==> src/rtl/pixel_readout_pkg.sv <==
// Shared types for the pixel frame readout: sequencer state encoding and
// the pixel-index width helper.
package pixel_readout_pkg;

    typedef enum logic [2:0] {
        IDLE,
        ERASE,
        EXPOSE,
        CONVERT,
        READOUT
    } state_t;

    function automatic int idx_w(input int n);
        return (n > 1) ? $clog2(n) : 1;
    endfunction

endpackage

==> src/rtl/pixel_frame_readout_if.sv <==
// Readout stream handshake between the frame engine (master) and the
// downstream frame consumer (slave).
interface pixel_frame_readout_if #(
    parameter int DATA_W = 8
) ();
    logic              read_data;
    logic              data_ready;
    logic              data_out_valid;
    logic [DATA_W-1:0] data_out;
    logic              frame_done;

    modport master (
        input  read_data,
        output data_ready,
        output data_out_valid,
        output data_out,
        output frame_done
    );

    modport slave (
        output read_data,
        input  data_ready,
        input  data_out_valid,
        input  data_out,
        input  frame_done
    );
endinterface

==> src/rtl/pixel_adc_latch.sv <==
// Per-pixel single-slope capture: first comparator hit stores the ramp code,
// pixels still unlatched on the final code saturate to all-ones.
module pixel_adc_latch
    import pixel_readout_pkg::*;
#(
    parameter int NUM_PIXELS = 16,
    parameter int DATA_W     = 8
) (
    input  logic                             clk,
    input  logic                             reset_n,
    input  logic                             conv_en,
    input  logic                             conv_last,
    input  logic [DATA_W-1:0]                ramp_code,
    input  logic [NUM_PIXELS-1:0]            cmp_in,
    input  logic [idx_w(NUM_PIXELS)-1:0]     rd_idx,
    output logic [DATA_W-1:0]                rd_data
);

    logic [NUM_PIXELS-1:0][DATA_W-1:0] mem;

    for (genvar i = 0; i < NUM_PIXELS; i++) begin : g_px
        logic              hit_q;
        logic [DATA_W-1:0] sample_q;

        // Flags only live for one conversion; storing on conv_last doubles
        // as the saturation fill since the ramp sits at all-ones there.
        always_ff @(posedge clk) begin
            if (!reset_n) begin
                hit_q <= 1'b0;
            end else if (!conv_en) begin
                hit_q <= 1'b0;
            end else if (!hit_q && (cmp_in[i] || conv_last)) begin
                hit_q    <= 1'b1;
                sample_q <= ramp_code;
            end
        end

        assign mem[i] = sample_q;
    end

    assign rd_data = mem[rd_idx];

endmodule

==> src/rtl/pixel_frame_readout.sv <==
// Frame sequencer (erase/expose/convert/readout) with back-pressured pixel
// stream. Define PIXEL_TEST_PATTERN_EN to stream the pixel index instead of samples.
module pixel_frame_readout
    import pixel_readout_pkg::*;
#(
    parameter int NUM_PIXELS    = 16,
    parameter int DATA_W        = 8,
    parameter int ERASE_CYCLES  = 5,
    parameter int EXPOSE_CYCLES = 255
) (
    input  logic                  clk,
    input  logic                  reset_n,
    input  logic                  start,
    input  logic                  continuous,
    input  logic [NUM_PIXELS-1:0] cmp_in,
    output logic                  erase,
    output logic                  expose,
    output logic [DATA_W-1:0]     ramp_code,
    pixel_frame_readout_if.master rd
);

    localparam int IDX_W  = idx_w(NUM_PIXELS);
    localparam int PH_MAX = (ERASE_CYCLES > EXPOSE_CYCLES) ? ERASE_CYCLES : EXPOSE_CYCLES;
    localparam int PH_W   = $clog2(PH_MAX + 1);
    localparam logic [PH_W-1:0]  ERASE_LAST  = PH_W'(ERASE_CYCLES - 1);
    localparam logic [PH_W-1:0]  EXPOSE_LAST = PH_W'(EXPOSE_CYCLES - 1);
    localparam logic [IDX_W-1:0] IDX_LAST    = IDX_W'(NUM_PIXELS - 1);

    state_t            state_q, state_d;
    logic [PH_W-1:0]   phase_q;
    logic [IDX_W-1:0]  idx_q, idx_d;
    logic              erase_d, expose_d, ready_d, valid_d, done_d;
    logic [DATA_W-1:0] ramp_d, dout_d, sample, latch_data;
    logic              accept, conv_en, conv_last;

    assign accept    = (state_q == READOUT) && rd.read_data && rd.data_ready;
    assign conv_en   = (state_q == CONVERT);
    assign conv_last = conv_en && (ramp_code == '1);

    pixel_adc_latch #(
        .NUM_PIXELS (NUM_PIXELS),
        .DATA_W     (DATA_W)
    ) u_latch (
        .clk       (clk),
        .reset_n   (reset_n),
        .conv_en   (conv_en),
        .conv_last (conv_last),
        .ramp_code (ramp_code),
        .cmp_in    (cmp_in),
        .rd_idx    (idx_q),
        .rd_data   (latch_data)
    );

`ifdef PIXEL_TEST_PATTERN_EN
    assign sample = DATA_W'(idx_q);
`else
    assign sample = latch_data;
`endif

    always_ff @(posedge clk) begin
        if (!reset_n) begin
            state_q <= IDLE;
            phase_q <= '0;
        end else begin
            state_q <= state_d;
            if (state_d != state_q)
                phase_q <= '0;
            else if (state_q == ERASE || state_q == EXPOSE)
                phase_q <= phase_q + 1'b1;
        end
    end

    always_comb begin
        state_d = state_q;
        unique case (state_q)
            IDLE:    if (start)                  state_d = ERASE;
            ERASE:   if (phase_q == ERASE_LAST)  state_d = EXPOSE;
            EXPOSE:  if (phase_q == EXPOSE_LAST) state_d = CONVERT;
            CONVERT: if (ramp_code == '1)        state_d = READOUT;
            // data_ready low in READOUT means every pixel has been accepted
            READOUT: if (!rd.data_ready)         state_d = continuous ? ERASE : IDLE;
            default:                             state_d = IDLE;
        endcase
    end

    // Next-cycle values of every output, registered below.
    always_comb begin
        erase_d  = (state_d == ERASE);
        expose_d = (state_d == EXPOSE);
        ramp_d   = '0;
        if (state_d == CONVERT && state_q == CONVERT)
            ramp_d = ramp_code + 1'b1;

        valid_d = accept;
        dout_d  = accept ? sample : rd.data_out;
        idx_d   = idx_q;
        if (accept)
            idx_d = (idx_q == IDX_LAST) ? '0 : idx_q + 1'b1;

        ready_d = rd.data_ready;
        if (state_d != READOUT)
            ready_d = 1'b0;
        else if (state_q != READOUT)
            ready_d = 1'b1;
        else if (accept && idx_q == IDX_LAST)
            ready_d = 1'b0;

        done_d = (state_q == READOUT) && (state_d != READOUT);
    end

    always_ff @(posedge clk) begin
        if (!reset_n) begin
            erase             <= 1'b0;
            expose            <= 1'b0;
            ramp_code         <= '0;
            rd.data_ready     <= 1'b0;
            rd.data_out_valid <= 1'b0;
            rd.data_out       <= '0;
            rd.frame_done     <= 1'b0;
            idx_q             <= '0;
        end else begin
            erase             <= erase_d;
            expose            <= expose_d;
            ramp_code         <= ramp_d;
            rd.data_ready     <= ready_d;
            rd.data_out_valid <= valid_d;
            rd.data_out       <= dout_d;
            rd.frame_done     <= done_d;
            idx_q             <= idx_d;
        end
    end

endmodule

==> src/flat_wrapper.sv <==
// flat-port wrapper written by rule: the top's interface ports become plain ports
module pixel_frame_readout_flat import pixel_readout_pkg::*;
#(
    parameter int NUM_PIXELS    = 16,
    parameter int DATA_W        = 8,
    parameter int ERASE_CYCLES  = 5,
    parameter int EXPOSE_CYCLES = 255
)
  (clk, reset_n, start, continuous, cmp_in, erase, expose, ramp_code, rd_read_data, rd_data_ready, rd_data_out_valid, rd_data_out, rd_frame_done);
  pixel_frame_readout_if #(.DATA_W(DATA_W)) rd_i ();
  input  logic clk;
  input  logic reset_n;
  input  logic start;
  input  logic continuous;
  input  logic [NUM_PIXELS-1:0] cmp_in;
  output logic erase;
  output logic expose;
  output logic [DATA_W-1:0] ramp_code;
  input wire logic [$bits(rd_i.read_data)-1:0] rd_read_data;
  output wire logic [$bits(rd_i.data_ready)-1:0] rd_data_ready;
  output wire logic [$bits(rd_i.data_out_valid)-1:0] rd_data_out_valid;
  output wire logic [$bits(rd_i.data_out)-1:0] rd_data_out;
  output wire logic [$bits(rd_i.frame_done)-1:0] rd_frame_done;
  assign rd_i.read_data = rd_read_data;
  assign rd_data_ready = rd_i.data_ready;
  assign rd_data_out_valid = rd_i.data_out_valid;
  assign rd_data_out = rd_i.data_out;
  assign rd_frame_done = rd_i.frame_done;
  pixel_frame_readout #(.NUM_PIXELS(NUM_PIXELS), .DATA_W(DATA_W), .ERASE_CYCLES(ERASE_CYCLES), .EXPOSE_CYCLES(EXPOSE_CYCLES)) u_core (.clk(clk), .reset_n(reset_n), .start(start), .continuous(continuous), .cmp_in(cmp_in), .erase(erase), .expose(expose), .ramp_code(ramp_code), .rd(rd_i));
endmodule
==> config.mk <==
export PLATFORM = sky130hd
export DESIGN_NAME = pixel_frame_readout_flat
export DESIGN_NICKNAME = d
export VERILOG_FILES = /design/src/rtl/pixel_readout_pkg.sv /design/src/rtl/pixel_frame_readout_if.sv /design/src/rtl/pixel_adc_latch.sv /design/src/rtl/pixel_frame_readout.sv /design/src/flat_wrapper.sv
export SDC_FILE = /design/constraint.sdc
export NUM_CORES = 1
export LEC_CHECK = 0
export CAP_MARGIN = 30
export CORE_MARGIN = 3
export CORE_UTILIZATION = 50
export DETAILED_ROUTE_END_ITERATION = 10
export PLACE_DENSITY = 0.69
export SLEW_MARGIN = 0
export SYNTH_ARGS = -nofsm -noshare
export SYNTH_HDL_FRONTEND = slang
export SYNTH_SLANG_ARGS = --single-unit
==> constraint.sdc <==
create_clock -name clk -period 3 [get_ports clk]
set_input_delay 0.9 -clock clk [delete_from_list [all_inputs] [get_ports clk]]
set_output_delay 0.9 -clock clk [all_outputs]
set_load 0.01 [all_outputs]
==> flow_metrics.env <==
export IMPL_yosys_area_top_type="edfxtp_1"
export IMPL_p_sw_uw=888
export IMPL_cts_resized=0
export IMPL_synth_warnings=0
export IMPL_synth_commonest_cells="edfxtp_1 (128), dfxtp_1 (52), nor3_1 (45), nor2_1 (42), mux4_2 (32)"
export IMPL_drive_gt1_frac=0.190
export IMPL_cts_buffer_depth=2
export IMPL_synth_most_common_cell="edfxtp_1"
export IMPL_numCtsBuffers=17
export IMPL_cp_data_required_time_ps=2100
export IMPL_num_rows=43
export IMPL_synth_top_area_frac=0.538
export IMPL_ys_seq_area_frac=0.684
export IMPL_drt_iter0_markers=388
export IMPL_wirelength_um=15800
export IMPL_period_needed_ps=2620
export IMPL_viasPerCell=5.84
export IMPL_synth_ff_type="edfxtp_1"
export IMPL_grt_pass1_vias=4120
export IMPL_internal_power_uw=3930
export IMPL_worst_setup_path_type="flip-flop to primary output"
export IMPL_h_tree_depth=4
export IMPL_grt_max_degree=41
export IMPL_core_um2=13900
export IMPL_crit_buf_inv=2
export IMPL_min_path_type="flip-flop to flip-flop"
export IMPL_netlist_area_um2=7140
export IMPL_cts_root_buf="clkbuf_16"
export IMPL_nets=545
export IMPL_p_comb_frac=0.018
export IMPL_wl_per_cell_um=22.2
export IMPL_place_congestion=0.908
export IMPL_die_x_um=126
export IMPL_maxCapViolCount=0
export IMPL_ys_seq_elements=180
export IMPL_cts_setup_buffers=0
export IMPL_crit_arrival_ps=1720
export IMPL_post_route_period_util=0.874
export IMPL_syn_to_final_growth_pct=18.6
export IMPL_rsz0062_at_grt="no"
export IMPL_synth_edf_count=128
export IMPL_first_pass_iters=5
export IMPL_routed_via_count=4160
export IMPL_clkSlewWorstSetupHoldPaths_ps=60
export IMPL_critPathTopFamily="buffers and inverters"
export IMPL_worstSkewPairLatency_ps=420
export IMPL_totalPowerFinal_uw=4820
export IMPL_p_clk_frac=0.435
export IMPL_async_reset_ff_frac=0
export IMPL_die_h_um=126
export IMPL_grt_first_pass_wirelength_um=24300
export IMPL_end_kind="primary output"
export IMPL_syn_inst=453
export IMPL_remaining_drc_errors=0
export IMPL_track_usage=0.209
export IMPL_crit_chain="buf_4, clkdlybuf4s50_1"
export IMPL_outcome="completed"
export IMPL_p_sw_frac=0.184
export IMPL_ant_nets=0
export IMPL_synth_area_per_cell_um2=15.8
export IMPL_p_per_area_nw_per_um2=569
export IMPL_hold_buffers=0
export IMPL_hold_ws_ps=483
export IMPL_total_leakage_power_uw=0.00247
export IMPL_synth_area_leaders="edfxtp_1 (54%), dfxtp_1 (15%), mux4_2 (10%)"
export IMPL_setup_viol=0
export IMPL_ys_types=51
export IMPL_fin_skew_ps=7.21
export IMPL_cp_start_kind="flip-flop"
export IMPL_max_slew_margin_rel=0.609
export IMPL_grt_ovfl_total=0
export IMPL_die_area_um2=15800
export IMPL_clkSinkCount=180
export IMPL_p_seq_frac=0.547
export IMPL_antennaDiodeCount=0
export IMPL_port_buffers=41
export IMPL_cpMaxStageDelayCell="clkdlybuf4s50_1"
export IMPL_start_util=0.512
export IMPL_cts_tree="built"
export IMPL_io_pin_count=42
export IMPL_fmax_mhz=381
export IMPL_antenna_found_initial=0
export IMPL_ir_drop_mv=0.356
export IMPL_dp_hpwl_um=10800
export IMPL_setup_tns_ps=0
export IMPL_cp_slowest_stage_delay_ps=580
export IMPL_crit_fanout=17
export IMPL_worstMarginPinSlew_ps=585
export IMPL_maxSlewViolCount=0
export IMPL_finalHoldViolations=0
export IMPL_synthesis_nets=479
-- cell type report --
type                       instances  area (um2)
sequential                       180        4880
clock inverter                     3        42.5
tap                              180         225
fill                            1039        5470
multi-input combinational        242        2100
clock buffer                      29         520
timing repair buffer              74         683
inverter                           4        15.0
-- worst register-to-register path: cells and delay by family, from the launching register on --
kind	cells	cell delay, ps
buffers and inverters	3	720
flip-flops	1	440
AND/OR/NAND/NOR	4	840
-- through the flow --
step                setup WS [ps]  utilization  std cells  instance area [um2]
detailed placement            324        0.567        680                 7900
global route                  313        0.608        712                 8470
CTS                           350        0.608        712                 8470
global placement              386        0.567        680                 7900
finish                        377        0.608        712                 8470
floorplan                     276            -        453                 7140
-- cells by family after synthesis --
| family | count (synthesis) | share of synthesized area |
|---|---|---|
| xor+xnor | 13 | 0.0186 |
| compound gates | 38 | 0.0428 |
| mux | 49 | 0.125 |
| flops | 180 | 0.684 |
| fa+ha+maj | 5 | 0.00876 |
| buf+inv | 31 | 0.0224 |
| simple gates | 137 | 0.0987 |
-- metal layers --
layer  part of all wire  global-route usage  vias to the layer above
li1                   -                   -                     1891
met1               0.42               0.277                     2093
met2               0.49               0.334                      155
met3              0.069              0.0517                       21
met4              0.018              0.0816                        0
met5                  0                   0                        -
-- power groups by stage --
stage	logic (uW)	registers [uW]	clock network [uW]
final	87.9	2640	2100
after global routing	97.0	2640	2230
after CTS	89.0	2640	2120
after detailed placement	88.5	2690	0
after global placement	88.0	2690	0
after floorplan	52.3	2690	0
-- placed cells by master (no fill, tap or decap), types with 5 or more instances in the layout --
master and count:
nand3_1 5, mux4_2 32, ha_1 5, dfxtp_1 52, clkbuf_8 5, and3_1 5
nand2_1 13, mux2i_1 17, o21ai_0 10, a21oi_1 7, clkbuf_1 7, nor3_1 45
buf_4 31, a221oi_1 8, xnor2_1 8, nor2_1 42, clkdlybuf4s50_1 41, edfxtp_1 128
clkbuf_16 17
-- state kept, by name, summed over array words and instances (netlist names) --
register                      count
u_core.rd.data_ready              1
u_core.u_latch.g_px.hit_q        16
u_core.phase_q                    8
u_core.expose                     1
u_core.state_q                    3
u_core.u_latch.g_px.sample_q    128
u_core.rd.data_out                8
u_core.idx_q                      4
u_core.ramp_code                  8
u_core.rd.data_out_valid          1
u_core.erase                      1
u_core.rd.frame_done              1
-- path summary, 6_finish.rpt --
check / slack, ps / end / start / cells after the start
max: 380 / ramp_code[4] / u_core.ramp_code[4] / 2
min reg2reg: 480 / u_core.u_latch.g_px[4].hit_q / u_core.u_latch.g_px[4].hit_q / 2
max reg2reg: 710 / u_core.u_latch.g_px[11].sample_q[6] / u_core.ramp_code[3] / 7
min: 480 / u_core.u_latch.g_px[4].hit_q / u_core.u_latch.g_px[4].hit_q / 2
Power figures use the tool's default switching activity.
